### config.mk
export PLATFORM = sky130hd
export DESIGN_NAME = instruction_fetch_controller
export DESIGN_NICKNAME = d
export VERILOG_FILES = /design/src/rtl/instruction_fetch_controller.sv
export SDC_FILE = /design/constraint.sdc
export NUM_CORES = 1
export LEC_CHECK = 0
export BUFFER_PORTS_ARGS = -buffer_cell sky130_fd_sc_hd__buf_2
export CORE_AREA = 2 2 200 202
export DETAILED_ROUTE_END_ITERATION = 10
export DIE_AREA = 0 0 202 204
export HOLD_SLACK_MARGIN = 0.05
export PLACE_DENSITY_LB_ADDON = 0.3
export SLEW_MARGIN = 20
export SYNTH_ARGS = -nofsm -noshare
export SYNTH_HDL_FRONTEND = slang
export SYNTH_SLANG_ARGS = --single-unit
### constraint.sdc
create_clock -name clk -period 2.5 [get_ports clk]
set_input_delay 0.5 -clock clk [delete_from_list [all_inputs] [get_ports clk]]
set_output_delay 0.5 -clock clk [all_outputs]
set_load 0.03 [all_outputs]
### src/rtl/instruction_fetch_controller.sv
// Purpose: holds the PC, drives instruction memory, captures the word after a settle delay and hands it to decode.
// Latency: inst_valid rises WAIT_CYCLES+1 cycles after a fetch launches; no back-to-back valids.
// Backpressure: inst_valid/inst_out/inst_pc hold until inst_ready; redirects flush the held word.
module instruction_fetch_controller #(
    parameter logic [63:0] RESET_PC    = 64'h0,
    parameter int          WAIT_CYCLES = 2,
    parameter int          MEM_BYTES   = 128
) (
    input  logic        clk,
    input  logic        rst_n,
    input  logic        fetch_en,
    output logic [63:0] mem_address,
    input  logic [31:0] mem_instruction,
    output logic [31:0] inst_out,
    output logic [63:0] inst_pc,
    output logic        inst_valid,
    input  logic        inst_ready,
    input  logic        redirect_valid,
    input  logic [63:0] redirect_pc,
    output logic        fault,
    output logic [31:0] fetch_count
);

    typedef enum logic [1:0] {S_IDLE, S_WAIT, S_VALID, S_FAULT} state_t;

    localparam logic [3:0]  WAIT_INIT = 4'(WAIT_CYCLES);
    localparam logic [63:0] PC_MAX    = 64'(MEM_BYTES - 4);

    state_t      state_q, state_d;
    logic [63:0] pc_q, pc_d;
    logic [3:0]  cnt_q, cnt_d;
    logic [31:0] inst_out_q, inst_out_d;
    logic [63:0] inst_pc_q, inst_pc_d;
    logic        inst_valid_q, inst_valid_d;
    logic        fault_q, fault_d;
    logic [31:0] fetch_count_q, fetch_count_d;
    logic        handshake;
    logic        launch;
    logic [63:0] launch_pc;

    function automatic logic addr_ok(input logic [63:0] a);
        return (a[1:0] == 2'b00) && (a <= PC_MAX);
    endfunction

    assign handshake = inst_valid_q && inst_ready;

    always_comb begin
        state_d       = state_q;
        pc_d          = pc_q;
        cnt_d         = cnt_q;
        inst_out_d    = inst_out_q;
        inst_pc_d     = inst_pc_q;
        inst_valid_d  = inst_valid_q;
        fault_d       = fault_q;
        fetch_count_d = fetch_count_q;
        launch        = 1'b0;
        launch_pc     = pc_q;

        if (handshake) begin
            fetch_count_d = fetch_count_q + 32'd1;
        end

        // Redirect outranks everything except the sticky fault state.
        if (state_q != S_FAULT && redirect_valid) begin
            pc_d         = redirect_pc;
            launch_pc    = redirect_pc;
            cnt_d        = WAIT_INIT;
            inst_valid_d = 1'b0;
            state_d      = S_IDLE;
            launch       = fetch_en;
        end else begin
            unique case (state_q)
                S_IDLE: launch = fetch_en;
                S_WAIT: begin
                    if (cnt_q != 4'd0) begin
                        cnt_d = cnt_q - 4'd1;
                    end else begin
                        inst_out_d   = mem_instruction;
                        inst_pc_d    = pc_q;
                        inst_valid_d = 1'b1;
                        pc_d         = pc_q + 64'd4;
                        state_d      = S_VALID;
                    end
                end
                S_VALID: begin
                    if (handshake) begin
                        inst_valid_d = 1'b0;
                        state_d      = S_IDLE;
                        launch       = fetch_en;
                    end
                end
                S_FAULT: begin
                    inst_valid_d = 1'b0;
                    fault_d      = 1'b1;
                end
            endcase
        end

        if (launch) begin
            cnt_d = WAIT_INIT;
            if (addr_ok(launch_pc)) begin
                state_d = S_WAIT;
            end else begin
                state_d      = S_FAULT;
                fault_d      = 1'b1;
                inst_valid_d = 1'b0;
            end
        end
    end

    always_ff @(posedge clk or negedge rst_n) begin
        if (!rst_n) begin
            state_q       <= S_IDLE;
            pc_q          <= RESET_PC;
            cnt_q         <= WAIT_INIT;
            inst_out_q    <= 32'd0;
            inst_pc_q     <= 64'd0;
            inst_valid_q  <= 1'b0;
            fault_q       <= 1'b0;
            fetch_count_q <= 32'd0;
        end else begin
            state_q       <= state_d;
            pc_q          <= pc_d;
            cnt_q         <= cnt_d;
            inst_out_q    <= inst_out_d;
            inst_pc_q     <= inst_pc_d;
            inst_valid_q  <= inst_valid_d;
            fault_q       <= fault_d;
            fetch_count_q <= fetch_count_d;
        end
    end

    assign mem_address = pc_q;
    assign inst_out    = inst_out_q;
    assign inst_pc     = inst_pc_q;
    assign inst_valid  = inst_valid_q;
    assign fault       = fault_q;
    assign fetch_count = fetch_count_q;

endmodule

[Yosys cells after proc, flatten, opt, wreduce, memory -nomap -nowiden]
Index checks and enable logic that the tools add are counted.
W data, S select, Z words.
Word-level totals
  bits of input ports: 101
  output and inout port bits: 194
  bits in registers: 200
Cells by class
  order comparisons: 1
  mux-type cells: 27
  bitwise operators: 2
  reductions and logical operators: 14
  add/subtract/negate cells: 3
  equality and inequality tests: 7
Operators with widths (count)
  $mux W64: 4
  $add A64 B3 Y64 const B: 1
  $le A64 B7 Y1 const B: 1
  $add A32 B1 Y32 const B: 1
  $mux W4: 4
  $mux W1: 11
  $mux W2: 5
  $ne A4 B4 Y1 const B: 2
  $reduce_bool A4 Y1: 2
  $reduce_and A3 Y1: 2
  $reduce_bool A3 Y1: 2
  $eq A2 B2 Y1 const B: 2
  $logic_not A2 Y1: 2
  $ne A2 B2 Y1 const B: 2
  $pmux W2 S2: 1
  $reduce_and A2 Y1: 2
  $sub A4 B1 Y4 const B: 1
  $logic_and A1 B1 Y1: 3
  $pmux W1 S3: 1
  $eq A2 B1 Y1 const B: 1
  $not A1 Y1: 2
  $pmux W1 S2: 1
  $reduce_bool A2 Y1: 1

[Logic depth before layout (Yosys ltp)]
Gate-level depths: netlist (run 1).
  depth in word-level cells: 7
  gate-level depth with buffers: 9
  mapped depth without buffers: 7

[Worst setup path before layout (run 1)]
Ideal clock, no wire load.
  kind: register -> register
  start: register pc_q[12], in the netlist mem_address[12]
  end: register pc_q[48], in the netlist mem_address[48]
  data arrival time: 2444 ps
  setup time: 82 ps
  stages on the path, launching flop included: 7
  period minus slack after synthesis: 2526 ps
  setup slack: -26 ps
  buffers on the path: 1
  required time: 2418 ps
  cell sequence: dfrtp_1 -> nand3_1 -> or4_4 -> or3_4 -> buf_6 -> or4_1 -> a31oi_1
Between the ends
  cells in the longest elaborated chain, start to end: 4
Ends and longest elaborated chain
  from (decl): line 30  | logic [63:0] pc_q, pc_d;
  from (signal assigned): line 123  | pc_q <= pc_d;
  $add A64 B3 Y64: line 81  | pc_d = pc_q + 64'd4;
  $mux W64: line 75  | if (cnt_q != 4'd0) begin
  $mux W64: line 72  | unique case (state_q)
  $mux W64: line 64  | if (state_q != S_FAULT && redirect_valid) begin
Every way passes these cells. The select of a mux whose other input is x is not followed.
A chain may end at the register's enable or synchronous reset.

[Final worst setup path (run 1)]
  start: register pc_q[17], in the netlist mem_address[17]
  end: register pc_q[38], in the netlist mem_address[38]
Same word-level chain as after synthesis.

==> results.ini, run 1 <==
[synthesis]
netlist_instances=917
yosys_warnings=0
synth_edf_count=0
syn_area_sq_um=9690
ys_types=50
syn_area_per_cell_sq_um=10.6
yosysSeqAreaShare_pct=51.7
synth-seq-cells=200
async_reset_ff_share_pct=100
synthFlopType=dfrtp_1
synth_top_cell_area_share_pct=51.4
synth_area_leaders=dfrtp_1, mux2_2, xnor2_1, nand2_1, nor4_1
syn-num-nets=1025
synth.largest_area_cell=dfrtp_1

[timing]
period_share_pct=96.5
fin_worst_skew_ps=10.2
fmax_mhz=415
rsz0062_at_grt=true
setup_viol=0
worst_pin_slew_ps=820
hold_viol=0
maxSlewHeadroom_pct=44.8
maxSlewViolCount=0
fin_hold_ws_ps=268
fin_crit_ps=2410

[drt]
drc_errors=0
avgRoutedWirePerCell_microns=18.8
drt_iter0_markers=599
firstDrtPassIters=5
via_count=8846
finalWirelength_microns=34600
viasPerCell=4.82
drtAntennaViolNets=0

[power_and_ir_drop]
ir_drop_mv=0.775
seq_power_share_pct=33.5
netSwitchingPower_w=0.00708
switching_share_pct=45.5
clkPwrFrac_pct=17.8
p_int_w=0.00848
power_density_nw_per_um2=1180
p_comb_share_pct=48.7
p_leak_nw=6.22

[clock_network]
clk_latency_ps=450
clock-sinks=200
cts_tree=yes
path_clk_slew_ps=80
cts_buffers=17
cts_root_buf=clkbuf_16
clk_path_buf_depth=2
ctsHtreeMaxLevel=4

[grt]
grt_overflow=0
grt_usage_pct=16.7
grt_pass1_vias=8747
grt_max_degree=65
antenna_found_initial=3
grt_first_pass_wirelength_microns=52200

[floorplanning]
pin_count=295
num_rows=73
core_sq_um=39200
die_w_microns=202
die_area_sq_um=41200
die_h_microns=204
initial_core_util_pct=24.7

[setup_path]
crit_type=flip-flop to flip-flop
worst_ep_arrival_time_ps=2770
critPathLaunchType=flip-flop
critPathMaxFanout=6
crit_path_end_kind=flip-flop
cp_data_required_time_ps=2860

[placed_design]
gp_congestion=0.879
port_buffers=294
hpwlAfterDp_microns=27300
dp.cells=1799

[final_layout]
fin_nets=1405
final_cell_mix=buf_2, dfrtp_1, buf_4
drive_gt1_share_pct=42.7
layout_commonest_cell=buf_2
synthToLayoutAreaGrowth_pct=36.3
instances_no_fill=1837

[worst_hold_path]
hp-class=input port to flip-flop

[job]
drv_cap=0

[run_status]
status=finished clean

==> through the flow <==
step                TNS (ps)  setup WS (ps)  cell area [sq um]  total power, W  utilization (%)
floorplan                  0           2.54               9700         0.00977                -
global placement           0           54.0              12600          0.0128             32.1
detailed placement         0           69.3              12600          0.0129             32.1
CTS                        0           52.2              13100          0.0157             33.6
global route           -17.9          -13.7              13200          0.0165             33.7
finish                     0           88.0              13200          0.0156             33.7
==> power groups by stage <==
stage               Combinational, W  Clock [W]  Sequential, W
global route                 0.00807    0.00301        0.00539
detailed placement           0.00759          0        0.00528
finish                       0.00758    0.00276        0.00522
global placement             0.00754          0        0.00523
CTS                          0.00760    0.00286        0.00523
floorplan                    0.00202          0        0.00775
==> repair_timing <==
action	4_1_cts	5_1_grt
setup endpoints to repair	0	11
hold buffers	1	0
setup buffers	0	3
resized for setup	0	8
endpoints found under the hold margin	59	0
==> metal layers <==
metal / global-route usage, % / wire, microns / vias up
met5: 0 / 13 / -
met4: 5.38 / 659 / 2
met3: 4.26 / 2520 / 34
met2: 27.5 / 16600 / 307
met1: 21.4 / 14800 / 4360
li1: - / - / 4143
==> synth_stat cells, types with 13 or more instances <==
| cell | instances |
|---|---|
| a31oi_1 | 24 |
| and2_1 | 13 |
| and3_1 | 18 |
| clkbuf_1 | 41 |
| dfrtp_1 | 199 |
| inv_1 | 13 |
| mux2_2 | 93 |
| nand2_1 | 98 |
| nand3_1 | 52 |
| nand4_1 | 39 |
| nor2_1 | 52 |
| nor4_1 | 44 |
| o21ai_0 | 43 |
| o31ai_1 | 14 |
| or3_1 | 14 |
| or4_1 | 22 |
| xnor2_1 | 44 |
| xor2_1 | 16 |
==> layout make-up <==
cell class / instances / area (sq um)
Antenna cell: 2 / 5.00
Clock buffer: 20 / 457
Clock inverter: 12 / 118
Fill cell: 4076 / 26000
Inverter: 13 / 48.8
Multi-Input combinational cell: 660 / 4520
Sequential cell: 200 / 5010
Tap cell: 525 / 657
Timing Repair Buffer: 405 / 2390
==> kinds of logic after synthesis <==
| family | after synthesis | synth area share, % |
|---|---|---|
| compound gates | 109 | 7.05 |
| xor+xnor | 60 | 5.42 |
| fa+ha+maj | 7 | 0.904 |
| buf+inv | 57 | 2.32 |
| flops | 200 | 51.7 |
| mux | 94 | 10.9 |
| simple gates | 390 | 21.7 |
==> sequential cells by signal (all words and copies together) (netlist names) <==
register,cells
fetch_count,32
inst_out,32
inst_pc,64
inst_valid,1
cnt_q,4
fault,1
mem_address,64
state_q,2
==> worst max-delay path, cell delays in order (launching register included) <==
cell      delay (ps)
dfrtp_1          350
nand3_1          190
or4_1            730
buf_4            230
nor4_1           480
buf_4            200
nand2_1           40
o211ai_1         100
==> worst paths after layout <==
check | start | end | slack [ps] | depth (start not counted)
min in group asynchronous | rst_n | fetch_count[19]$_DFFE_PN0P_ | 610 | 2
worst max register to register | mem_address[17]$_DFFE_PN0P_ | mem_address[38]$_DFFE_PN0P_ | 90 | 7
worst max-delay path | mem_address[17]$_DFFE_PN0P_ | mem_address[38]$_DFFE_PN0P_ | 90 | 7
max in group asynchronous | rst_n | cnt_q[1]$_DFFE_PN1P_ | 1210 | 3
worst min-delay path | redirect_pc[5] | mem_address[5]$_DFFE_PN0P_ | 270 | 3
worst min register to register | fetch_count[31]$_DFFE_PN0P_ | fetch_count[31]$_DFFE_PN0P_ | 470 | 1
No activity file was read; power rests on OpenSTA's default activity.
==> inputs of run 2 (changes only) <==
--- a/config.mk
+++ b/config.mk
@@ -5,10 +5,10 @@
 export SDC_FILE = /design/constraint.sdc
 export NUM_CORES = 1
 export LEC_CHECK = 0
-export BUFFER_PORTS_ARGS = -buffer_cell sky130_fd_sc_hd__buf_2
 export CORE_AREA = 2 2 200 202
 export DETAILED_ROUTE_END_ITERATION = 10
 export DIE_AREA = 0 0 202 204
+export DONT_BUFFER_PORTS = 1
 export HOLD_SLACK_MARGIN = 0.05
 export PLACE_DENSITY_LB_ADDON = 0.3
 export SLEW_MARGIN = 20
==> run 2 against run 1 <==
Net effect: the run now ends with negative hold slack left; combinational power shrank 37%; sequential cell count is the same; via count shrank 11%; critical path depth fell by 2; first-iteration DRC count decreased by 16%; clock skew is 7.5 ps higher; utilization is 3.8 points lower; design area shrank 11%; worst setup slack gained 15 ps; clock power increased by 3%; critical endpoint is now mem_address[58]$_DFFE_PN0P_.
==> results.ini, run 2 (same netlist as run 1, synthesis figures left out) <==
[clock_network]
post_cts_buffers=0
cts_buffers=17
cts_root_buf=clkbuf_16
cts_tree=yes
ctsHtreeMaxLevel=4
clk_path_buf_depth=2
clk_latency_ps=470
path_clk_slew_ps=80
clock-sinks=200

[worst_hold_path]
hp-class=input port to asynchronous set/reset pin

[setup_path]
reg2reg_slack_ps=100
crit_type=flip-flop to flip-flop
worstSetupStartpoint=mem_address[52]$_DFFE_PN0P_
critPathLaunchType=flip-flop
crit_buf_inv=0
r2r-start=mem_address[52]$_DFFE_PN0P_
cp_top_family=simple AND/OR/NAND/NOR gates
cp_data_required_time_ps=2890
critPathMaxFanout=6
slowest_stage=or4_4
cp_common_cell=or4_4
rr_endpoint=mem_address[58]$_DFFE_PN0P_
crit_path_end_kind=flip-flop
crit_path_end=mem_address[58]$_DFFE_PN0P_
crit_path_cell_trace=nand4_2, or4_4, or4_4, or4_1, a31oi_1
slowest_delay_ps=580
r2r_cells=5
crit_cells=5
worst_ep_arrival_time_ps=2780

[floorplanning]
pin_count=295
die_h_microns=204
core_sq_um=39200
num_rows=73
die_w_microns=202
die_area_sq_um=41200
initial_core_util_pct=24.7

[drt]
firstDrtPassIters=5
drtAntennaViolNets=0
finalWirelength_microns=33800
viasPerCell=5.06
drc_errors=0
via_count=7831
drt_iter0_markers=504
avgRoutedWirePerCell_microns=21.8

[power_and_ir_drop]
p_leak_nw=4.92
clkPwrFrac_pct=19.6
power_density_nw_per_um2=1240
switching_share_pct=47.0
ir_drop_mv=0.553
finalPower_w=0.0145
seq_power_share_pct=47.4
p_int_w=0.00770
netSwitchingPower_w=0.00682
p_comb_share_pct=33.1

[final_layout]
drive_gt1_share_pct=26.7
instances_no_fill=1548
fin_nets=1118
layout_commonest_cell=dfrtp_1
final_cell_mix=dfrtp_1, buf_4, nand2_1
synthToLayoutAreaGrowth_pct=21.1
diodes=0

[grt]
grt_usage_pct=16.3
grt_pass1_vias=7667
grt_first_pass_wirelength_microns=50000
grt_max_degree=201
antenna_found_initial=1
grt_overflow=0

[placed_design]
dp.cells=1516
gp_congestion=0.857
place_worst_setup_slack_ps=-28.6
hpwlAfterDp_microns=26300
port_buffers=0

[run_status]
status=complete, but fails checks
violations=negative hold slack

[timing]
setup_ws_ps=103
fmax_mhz=417
hold_viol=199
setup_viol=0
fin_worst_skew_ps=17.7
fin_crit_ps=2400
worst_pin_slew_ps=659
rsz0062_at_grt=false
maxSlewViolCount=0
fin_hold_ws_ps=-276
period_share_pct=95.9
maxSlewHeadroom_pct=55.7

[job]
drv_cap=0

[run 2: worst min path at each step]
stage          startpoint                          end  slack, ps  cells after the start
6_report            rst_n      inst_pc[43]$_DFFE_PN0P_       -280                      0
5_1_grt             rst_n      inst_pc[43]$_DFFE_PN0P_       -300                      0
4_1_cts             rst_n  fetch_count[28]$_DFFE_PN0P_       -310                      0
3_5_place_dp        rst_n  fetch_count[19]$_DFFE_PN0P_        210                      0
3_3_place_gp        rst_n  fetch_count[19]$_DFFE_PN0P_        210                      0
2_1_floorplan       rst_n         cnt_q[0]$_DFFE_PN0P_        200                      0
[run 2: final cells by class]
class	count	area (sq um)
fillers	4078	27500
flip-flops and latches	200	5010
multi-input cells	660	4530
repair buffers	118	898
well taps	525	657
clock buffers	20	457
clock inverters	12	134
inverters	13	48.8
[run 2: per-stage QoR]
stage | TNS (ps) | utilization [%] | instance area, sq um
floorplan | 0 | - | 9700
detailed placement | -28.6 | 28.3 | 11100
global placement | -19.7 | 28.3 | 11100
CTS | 0 | 29.9 | 11700
global route | 0 | 29.9 | 11700
finish | 0 | 29.9 | 11700
[run 2: repair_timing]
item / 4_1_cts / 5_1_grt
gates resized for setup: 2 / 5
endpoints found under the hold margin: 200 / 200
endpoints found under the setup margin: 2 / 17
[run 2: power groups by stage]
stage                     registers, W  logic, W  clock network, W
after global routing           0.00703   0.00522           0.00309
after detailed placement       0.00696   0.00481                 0
after CTS                      0.00690   0.00482           0.00298
final                          0.00688   0.00480           0.00285
after floorplan                0.00775   0.00202                 0
after global placement         0.00694   0.00473                 0
[run 2: per-layer routing]
layer | track usage, % | part of all wire [%] | vias up
met4 | 6.33 | 2.6 | 2
met1 | 20.0 | 40 | 3936
met2 | 26.1 | 47 | 288
met3 | 6.11 | 10 | 39
li1 | - | - | 3566
met5 | 0 | 0.038 | -
